## config.mk

```make
export PLATFORM = sky130hd
export DESIGN_NAME = ddf_2f_tag_split
export DESIGN_NICKNAME = d
export VERILOG_FILES = /design/src/rtl/ddf_2f_tag_split.sv
export SDC_FILE = /design/constraint.sdc
export NUM_CORES = 1
export LEC_CHECK = 0
export BUFFER_PORTS_ARGS = -buffer_cell sky130_fd_sc_hd__buf_2
export CAP_MARGIN = 5
export CORE_MARGIN = 2
export CORE_UTILIZATION = 45
export DETAILED_ROUTE_END_ITERATION = 8
export PLACE_DENSITY = 0.78
export REMOVE_ABC_BUFFERS = 1
export SETUP_SLACK_MARGIN = 0.02
export SLEW_MARGIN = 40
export SYNTH_ARGS = -nofsm -noshare
export SYNTH_HDL_FRONTEND = slang
export SYNTH_SLANG_ARGS = --single-unit
```

## constraint.sdc

```tcl
create_clock -name ck -period 4.2 [get_ports ck]
set_clock_uncertainty 0.1 [all_clocks]
set_input_delay 0.84 -clock ck [delete_from_list [all_inputs] [get_ports ck]]
set_output_delay 0.84 -clock ck [all_outputs]
set_load 0.05 [all_outputs]
```

## src/rtl/ddf_2f_tag_split.sv

```systemverilog
// +----------------------------------------------------------------------------+
// | ddf_2f_tag_split                                                           |
// | Strips the tag bit from FWFT tokens and routes each payload to one of two  |
// | output FIFOs through a one-entry holding slot per flow.                    |
// | Optional: DDF_SPLIT_CNT_EN adds per-flow write counters.                   |
// | Rev 1.0 - initial release                                                  |
// +----------------------------------------------------------------------------+
`default_nettype none

module ddf_2f_tag_split #(
  parameter int WIDTH     = 8,
  parameter int CNT_WIDTH = 16
) (
  input  logic                 ck,
  input  logic                 rst,
  input  logic [WIDTH-1:0]     in_data,
  input  logic                 in_empty,
  output logic                 in_read,
  input  logic                 out0_full,
  output logic                 out0_wr,
  output logic [WIDTH-2:0]     out0_data,
  input  logic                 out1_full,
  output logic                 out1_wr,
  output logic [WIDTH-2:0]     out1_data
`ifdef DDF_SPLIT_CNT_EN
  ,
  output logic [CNT_WIDTH-1:0] out0_cnt,
  output logic [CNT_WIDTH-1:0] out1_cnt
`endif
);

  typedef enum logic [0:0] {
    ST_EMPTY  = 1'b0,
    ST_LOADED = 1'b1
  } slot_state_t;

  slot_state_t        r_st0, r_st1;
  logic [WIDTH-2:0]   r_hold0, r_hold1;

  logic               w_tag;
  logic               w_free0, w_free1;
  logic               w_load0, w_load1;

  // Drain side: a loaded slot writes whenever its FIFO has room.
  assign out0_wr   = (r_st0 == ST_LOADED) & ~out0_full;
  assign out1_wr   = (r_st1 == ST_LOADED) & ~out1_full;
  assign out0_data = r_hold0;
  assign out1_data = r_hold1;

  // A slot draining this cycle can accept the next token in the same cycle.
  assign w_tag   = in_data[WIDTH-1];
  assign w_free0 = (r_st0 == ST_EMPTY) | out0_wr;
  assign w_free1 = (r_st1 == ST_EMPTY) | out1_wr;
  assign in_read = ~rst & ~in_empty & (w_tag ? w_free1 : w_free0);
  assign w_load0 = in_read & ~w_tag;
  assign w_load1 = in_read &  w_tag;

  always_ff @(posedge ck or posedge rst) begin
    if (rst) begin
      r_st0   <= ST_EMPTY;
      r_hold0 <= '0;
    end else if (w_load0) begin
      r_st0   <= ST_LOADED;
      r_hold0 <= in_data[WIDTH-2:0];
    end else if (out0_wr) begin
      r_st0   <= ST_EMPTY;
    end
  end

  always_ff @(posedge ck or posedge rst) begin
    if (rst) begin
      r_st1   <= ST_EMPTY;
      r_hold1 <= '0;
    end else if (w_load1) begin
      r_st1   <= ST_LOADED;
      r_hold1 <= in_data[WIDTH-2:0];
    end else if (out1_wr) begin
      r_st1   <= ST_EMPTY;
    end
  end

`ifdef DDF_SPLIT_CNT_EN
  logic [CNT_WIDTH-1:0] r_cnt0, r_cnt1;

  // Counters wrap naturally at the register width.
  always_ff @(posedge ck or posedge rst) begin
    if (rst) begin
      r_cnt0 <= '0;
      r_cnt1 <= '0;
    end else begin
      if (out0_wr) r_cnt0 <= r_cnt0 + 1'b1;
      if (out1_wr) r_cnt1 <= r_cnt1 + 1'b1;
    end
  end

  assign out0_cnt = r_cnt0;
  assign out1_cnt = r_cnt1;
`endif

endmodule

`default_nettype wire

```

==> results of run 1 <==
[registers in the layout, summed over array words and instances, names as in the netlist]
signal,cells
out0_data,7
r_st0,1
out1_data,7
r_st1,1
[cells by family after synthesis]
logic type,Yosys count
AO/OA/AOI/OAI,4
buffers and inverters,1
flip-flops,16
multiplexers,14
AND/OR/NAND/NOR,8
[through the flow]
step | utilization, % | hold slack (ps)
after global placement | 61.4 | 383
after detailed placement | 61.4 | 390
final | 63.2 | 407
after floorplan | - | 367
after CTS | 63.2 | 410
after global routing | 63.2 | 429
[final cells by class]
class / instances / area share, %
sequential: 16 / 48.1
clock buffer: 3 / 2.71
tap: 15 / 2.26
inverter: 1 / 0.451
timing repair buffer: 29 / 17.4
multi-input combinational: 26 / 29.0
[worst reg2reg max path, cell delays in order (launching register included)]
cell and delay [ps]:
dfrtp_1 440, a2111oi_4 570, mux2_2 410
[power breakdown]
part | leakage, nW | internal (mW) | switching, mW
logic | 0.209 | 0.0490 | 0.138
registers | 0.192 | 0.184 | 0.0145
clock network | 0.0138 | 0.0332 | 0.0442
total | 0.415 | 0.266 | 0.197
[placed cells by master, fill, tap and decap left out, drive strengths merged]
master   instances
nor2             1
nand3            1
a2111oi          1
buf             29
nor2b            1
dfrtp           16
clkbuf           3
inv              1
mux2            14
nand2            3
a21oi            2
o31ai            1
nor3             1
and2b            1
[final timing paths]
path                                          startpoint                        to  cells past startpoint
worst max-delay path                           out0_full                   in_read                      5
worst min-delay path            out1_data[1]$_DFFE_PP0P_  out1_data[1]$_DFFE_PP0P_                      1
worst max register to register         r_st0$_DFFE_PP0P_  out0_data[4]$_DFFE_PP0P_                      2
worst min register to register  out1_data[1]$_DFFE_PP0P_  out1_data[1]$_DFFE_PP0P_                      1
max in group asynchronous                            rst  out0_data[0]$_DFFE_PP0P_                      2
min in group asynchronous                            rst         r_st0$_DFFE_PP0P_                      2
[layer usage]
layer	track usage [%]	vias to the layer above	share of wire (%)
met4	7.74	0	0.51
met3	3.48	2	7.8
met5	0	-	0
met2	25.9	21	50
met1	17.8	208	41
li1	-	222	-
==> impl_results.md, run 1 <==
- Arr. time, crit path: about 1600 ps
- Die width: approximately 42 um
- Initial Utilization: roughly half
- Synth Instances: 43
- Post-Synth Adder-Cell Area: 0%
- CP endpoint kind: primary output
- CP Data Required Time: between 3000 and 4000 ps
- Worst-path maximum fanout: 4
- FP Rows: 13
- Total Routing Usage GR: between 10% and 20%
- Startpoint Class: primary input
- Die Area: 1750 sq um
- Synth Flop Type: dfrtp_1
- DR iter-0 viols: 0
- Largest family of logic cells by synthesized area: multiplexers
- Num ports: 30
- Yosys reg bits: 16
- Status: finished, final reports clean
- Unrepaired setup endpoints after global routing: no
- Synth Area in XOR/XNOR: 0%
- Layout Cells excl Fill: 90
- Hold WC Path Type: reg -> reg
- Vias per cell: approximately 5
- Worst Setup Slack, final: 1660 ps
- Max incr delay on CP: about 290 ps
- Vias in the first global route: between 400 and 500
- Max cap viols: 0
- Total Wirelength: around 1.2 mm
- Post-CTS resize count: 0
- Clk buf depth: 2
- Syn avg cell area: 15.0 sq um
- Clk pin slew, worst setup/hold paths: around 90 ps
- Port buffer count: 29
- Wire length per cell: between 10 and 15 um
- Setup-failing EPs final: 0
- Area contributors post-synth: dfrtp_1 (62%), mux2_2 (24%), a2111oi_4 (4.3%)
- Count leader, synth: dfrtp_1
- Vias: about 450
- CP max stage cell: buf_2
- Multi-input logic area: about 240 sq um
- Place WS: 1650 ps
- Power Total: between 0.4 and 0.5 mW
- DP Area: around 810 sq um
- Top cells by count, synth: dfrtp_1 (16), mux2_2 (14), nand2_1 (3)
- Sequential share of the synthesized area: between 60 and 70%
- Hold Buf Count CTS: 0
- H-tree Lvls: 1
- Largest net degree at the start of global routing: 17
- Post-CTS setup buffers: 0
- CP Cell Sequence: buf_2, a21oi_1, a21oi_1, nor3_1, buf_2
- CP top delay family: buffers and inverters
- Mapped cell area: ~650 sq um
- Crit path buffers/inverters: 2
- Crit path time final: around 2500 ps
- Critical path class: in -> out
- Synth Area in Compound Gates: 6.98%
- Final ANT Viol Nets: 0
- First-pass GRT wire length: between 2 and 2.5 mm
- Power Density: around 560 nW/um^2
- Area grow syn2layout: 28.9%
- Final instance area: 832 sq um
- Hpwl dp: 936 um
- Number of diodes: 0
- Share of layout cells above drive strength 1: roughly 63%
- Post-synth EDFFs: 0
- Reg area: approximately 400 sq um
- Worst-margin pin slew: just under 600 ps
- Netlist cell types: 12
- Yosys warns: 0
- Nets: 90
- LEAKAGE: roughly 0.42 nW
- Total CTS buffers: 3
- Gpl congestion: approximately 0.75
- Setup_tns: 0 ps
- TritonCTS clock tree: built
- Fmax achieved: between 300 and 400 MHz
- Maximum VDD drop: 0.000317 V
- Mux share of post-synthesis cell area: ~24%
- First drt pass iteration count: 1
- Simple-Gate Fraction of Synth Area: 6.01%
- CTS Root Cell: clkbuf_4
- Die Height: about 42 um
- Reg2Reg Setup Slack: around 2600 ps
- Clk_lat worst skew: 280 ps
- Fin crit share: about three fifths
- Antenna violations before repair: 0
- Placed cell count: 87
- Area share of the largest cell type after synthesis: roughly 62%
- GRT overflow: 0
- CTS sink cnt: 16
- Core area: 1320 sq um
- Final Max Slew Viols: 0
- Final hold vios: 0
- Ys async rst share: 100%
- Largest area contributor in the netlist: dfrtp_1
- Drt drc: 0
- Slew headroom: between 60 and 70%
- # fillers: approximately 120
Note: power is estimated with default switching activity, not from simulation.
==> run 2: changes to the inputs <==
--- a/config.mk
+++ b/config.mk
@@ -8,9 +8,9 @@
 export BUFFER_PORTS_ARGS = -buffer_cell sky130_fd_sc_hd__buf_2
 export CAP_MARGIN = 5
 export CORE_MARGIN = 2
-export CORE_UTILIZATION = 45
+export CORE_UTILIZATION = 39
 export DETAILED_ROUTE_END_ITERATION = 8
-export PLACE_DENSITY = 0.78
+export PLACE_DENSITY = 0.71
 export REMOVE_ABC_BUFFERS = 1
 export SETUP_SLACK_MARGIN = 0.02
 export SLEW_MARGIN = 40
==> constraint.sdc (replaced) <==
create_clock -name ck -period 2.1 [get_ports ck]
set_clock_uncertainty 0.1 [all_clocks]
set_input_delay 0.42 -clock ck [delete_from_list [all_inputs] [get_ports ck]]
set_output_delay 0.42 -clock ck [all_outputs]
set_load 0.05 [all_outputs]
==> impl_results.md, run 2 (same netlist as run 1, synthesis figures left out) <==
- Hpwl dp: 874 um (was 936 um)
- # fillers: 140 (was 115)
- Nets: 90 (unchanged)
- DP Area: 811 sq um (was 810 sq um)
- Number of diodes: 0 (unchanged)
- Hold Buf Count CTS: 0 (unchanged)
- Unrepaired setup endpoints after global routing: no (unchanged)
- Final Max Slew Viols: 0 (unchanged)
- CTS sink cnt: 16 (unchanged)
- Critical path class: reg -> out (was in -> out)
- GRT overflow: 0 (unchanged)
- Clk pin slew, worst setup/hold paths: 90 ps (about the same)
- Initial Utilization: 42.4% (was 49.0%)
- Num ports: 30 (unchanged)
- Worst-margin pin slew: 573 ps (was 583 ps)
- Status: finished, final reports clean (unchanged)
- Power Density: 1140 nW/um^2 (was 556 nW/um^2)
- Fmax achieved: approximately 540 MHz
- Hold WC Path Type: in -> async (was reg -> reg)
- DR iter-0 viols: 2 (was 0)
- Share of layout cells above drive strength 1: 63.2% (was 62.7%)
- Vias: 461 (was 453)
- CP Data Required Time: 1580 ps (was 3260 ps)
- First-pass GRT wire length: 1.79 mm (was 2.02 mm)
- Most frequent cells in the layout: buf_2 (29), dfrtp_1 (16), mux2_2 (14) (unchanged)
- Reg area: 400 sq um (unchanged)
- Total CTS buffers: 3 (unchanged)
- H-tree Lvls: 1 (unchanged)
- TritonCTS clock tree: built (unchanged)
- Commonest non-fill, non-tap cell in the layout: buf_2 (unchanged)
- First drt pass iteration count: 4 (was 1)
- Area grow syn2layout: 31.2% (was 28.9%)
- Port buffer count: 29 (unchanged)
- M1 wire length: 464 um (was 490 um)
- CTS Root Cell: clkbuf_4 (unchanged)
- Top Metal Used: met4 (unchanged)
- Final hold vios: 0 (unchanged)
- Total Wirelength: 1.13 mm (was 1.18 mm)
- CP endpoint kind: primary output (unchanged)
- Setup-failing EPs final: 0 (unchanged)
- Post-CTS resize count: 0 (unchanged)
- Die Area: 2000 sq um (was 1750 sq um)
- Worst Setup Slack, final: 257 ps (was 1660 ps)
- Util after Layout: 55.6% (was 63.2%)
- Vias per cell: 5.01 (was 5.03)
- FP Rows: 14 (was 13)
- Slew headroom: 61.8% (was 61.1%)
- Drt drc: 0 (unchanged)
- Crit path time final: 1840 ps
- Wire length per cell: 12.3 um (was 13.1 um)
- Die Height: 44.7 um (was 41.9 um)
- Max cap viols: 0 (unchanged)
- Clk_lat worst skew: 280 ps (about the same)
- Gpl congestion: 0.630 (was 0.746)
- Post-CTS setup buffers: 0 (unchanged)
- Arr. time, crit path: 1320 ps (was 1600 ps)
- Vias in the first global route: 431 (was 464)
- Die width: 44.7 um (was 41.9 um)
- Maximum VDD drop: 0.000559 V (was 0.000317 V)
- Final ANT Viol Nets: 0 (unchanged)
- Power Total: 0.965 mW (was 0.463 mW)
- Startpoint Class: flip-flop (was primary input)
- LEAKAGE: 0.422 nW (was 0.415 nW)
- Largest net degree at the start of global routing: 17 (unchanged)
- Antenna violations before repair: 0 (unchanged)
- Worst-path maximum fanout: 4 (unchanged)
- Core area: 1520 sq um (was 1320 sq um)
- Final instance area: 847 sq um (was 832 sq um)
- Fin crit share: 87.8%
- Clk buf depth: 2 (unchanged)
- Place WS: 290 ps (was 1650 ps)
- DR WL met2: 547 um (was 593 um)
- Met3 WL: 99 um (was 92 um)
- Multi-input logic area: 241 sq um (unchanged)
- Total Routing Usage GR: 12.8% (was 15.3%)
==> run 2: cell count changes in the layout (fill, tap and decap cells not counted), sizes merged <==
cell,change
clkbuf,+1
==> run 2: through the flow <==
stage                     hold WS, ps  std cells  setup TNS [ps]
after floorplan                   234         43           -54.5
after global placement            383         88               0
after detailed placement          391         88               0
after CTS                         138         92               0
after global routing              180         92               0
final                             131         92               0
==> run 2: worst paths after layout <==
path | from | end | slack [ps] | depth (start not counted)
worst max register to register | r_st0$_DFFE_PP0P_ | out0_data[5]$_DFFE_PP0P_ | 490 | 2
worst min register to register | out1_data[0]$_DFFE_PP0P_ | out1_data[0]$_DFFE_PP0P_ | 400 | 1
max in group asynchronous | rst | out0_data[1]$_DFFE_PP0P_ | 1390 | 2
worst min-delay path | rst | r_st0$_DFFE_PP0P_ | 130 | 2
min in group ck | in_data[5] | out1_data[5]$_DFFE_PP0P_ | 280 | 2
worst max-delay path | r_st0$_DFFE_PP0P_ | in_read | 260 | 4
==> run 2: layout make-up <==
type	count	area share, %
Sequential cell	16	47.3
Multi-Input combinational cell	26	28.5
Timing Repair Buffer	29	17.1
Clock buffer	4	4.28
Tap cell	16	2.36
Inverter	1	0.443
==> run 2: critical path, stage by stage (launching register included) <==
cell and delay, ps:
dfrtp_1 430, a21oi_1 160, a21oi_1 50, nor3_1 110, buf_2 280
==> run 2: metal layers <==
metal / up-vias / track usage (%)
met1: 216 / 16.0
li1: 218 / -
met5: - / 0
met4: 0 / 7.27
met2: 25 / 20.0
met3: 2 / 3.27
==> run 2: power breakdown <==
group | leakage, nW | internal [mW] | total (mW) | switching, mW
clock network | 0.0210 | 0.106 | 0.196 | 0.0902
logic | 0.209 | 0.0979 | 0.372 | 0.274
registers | 0.192 | 0.367 | 0.397 | 0.0291
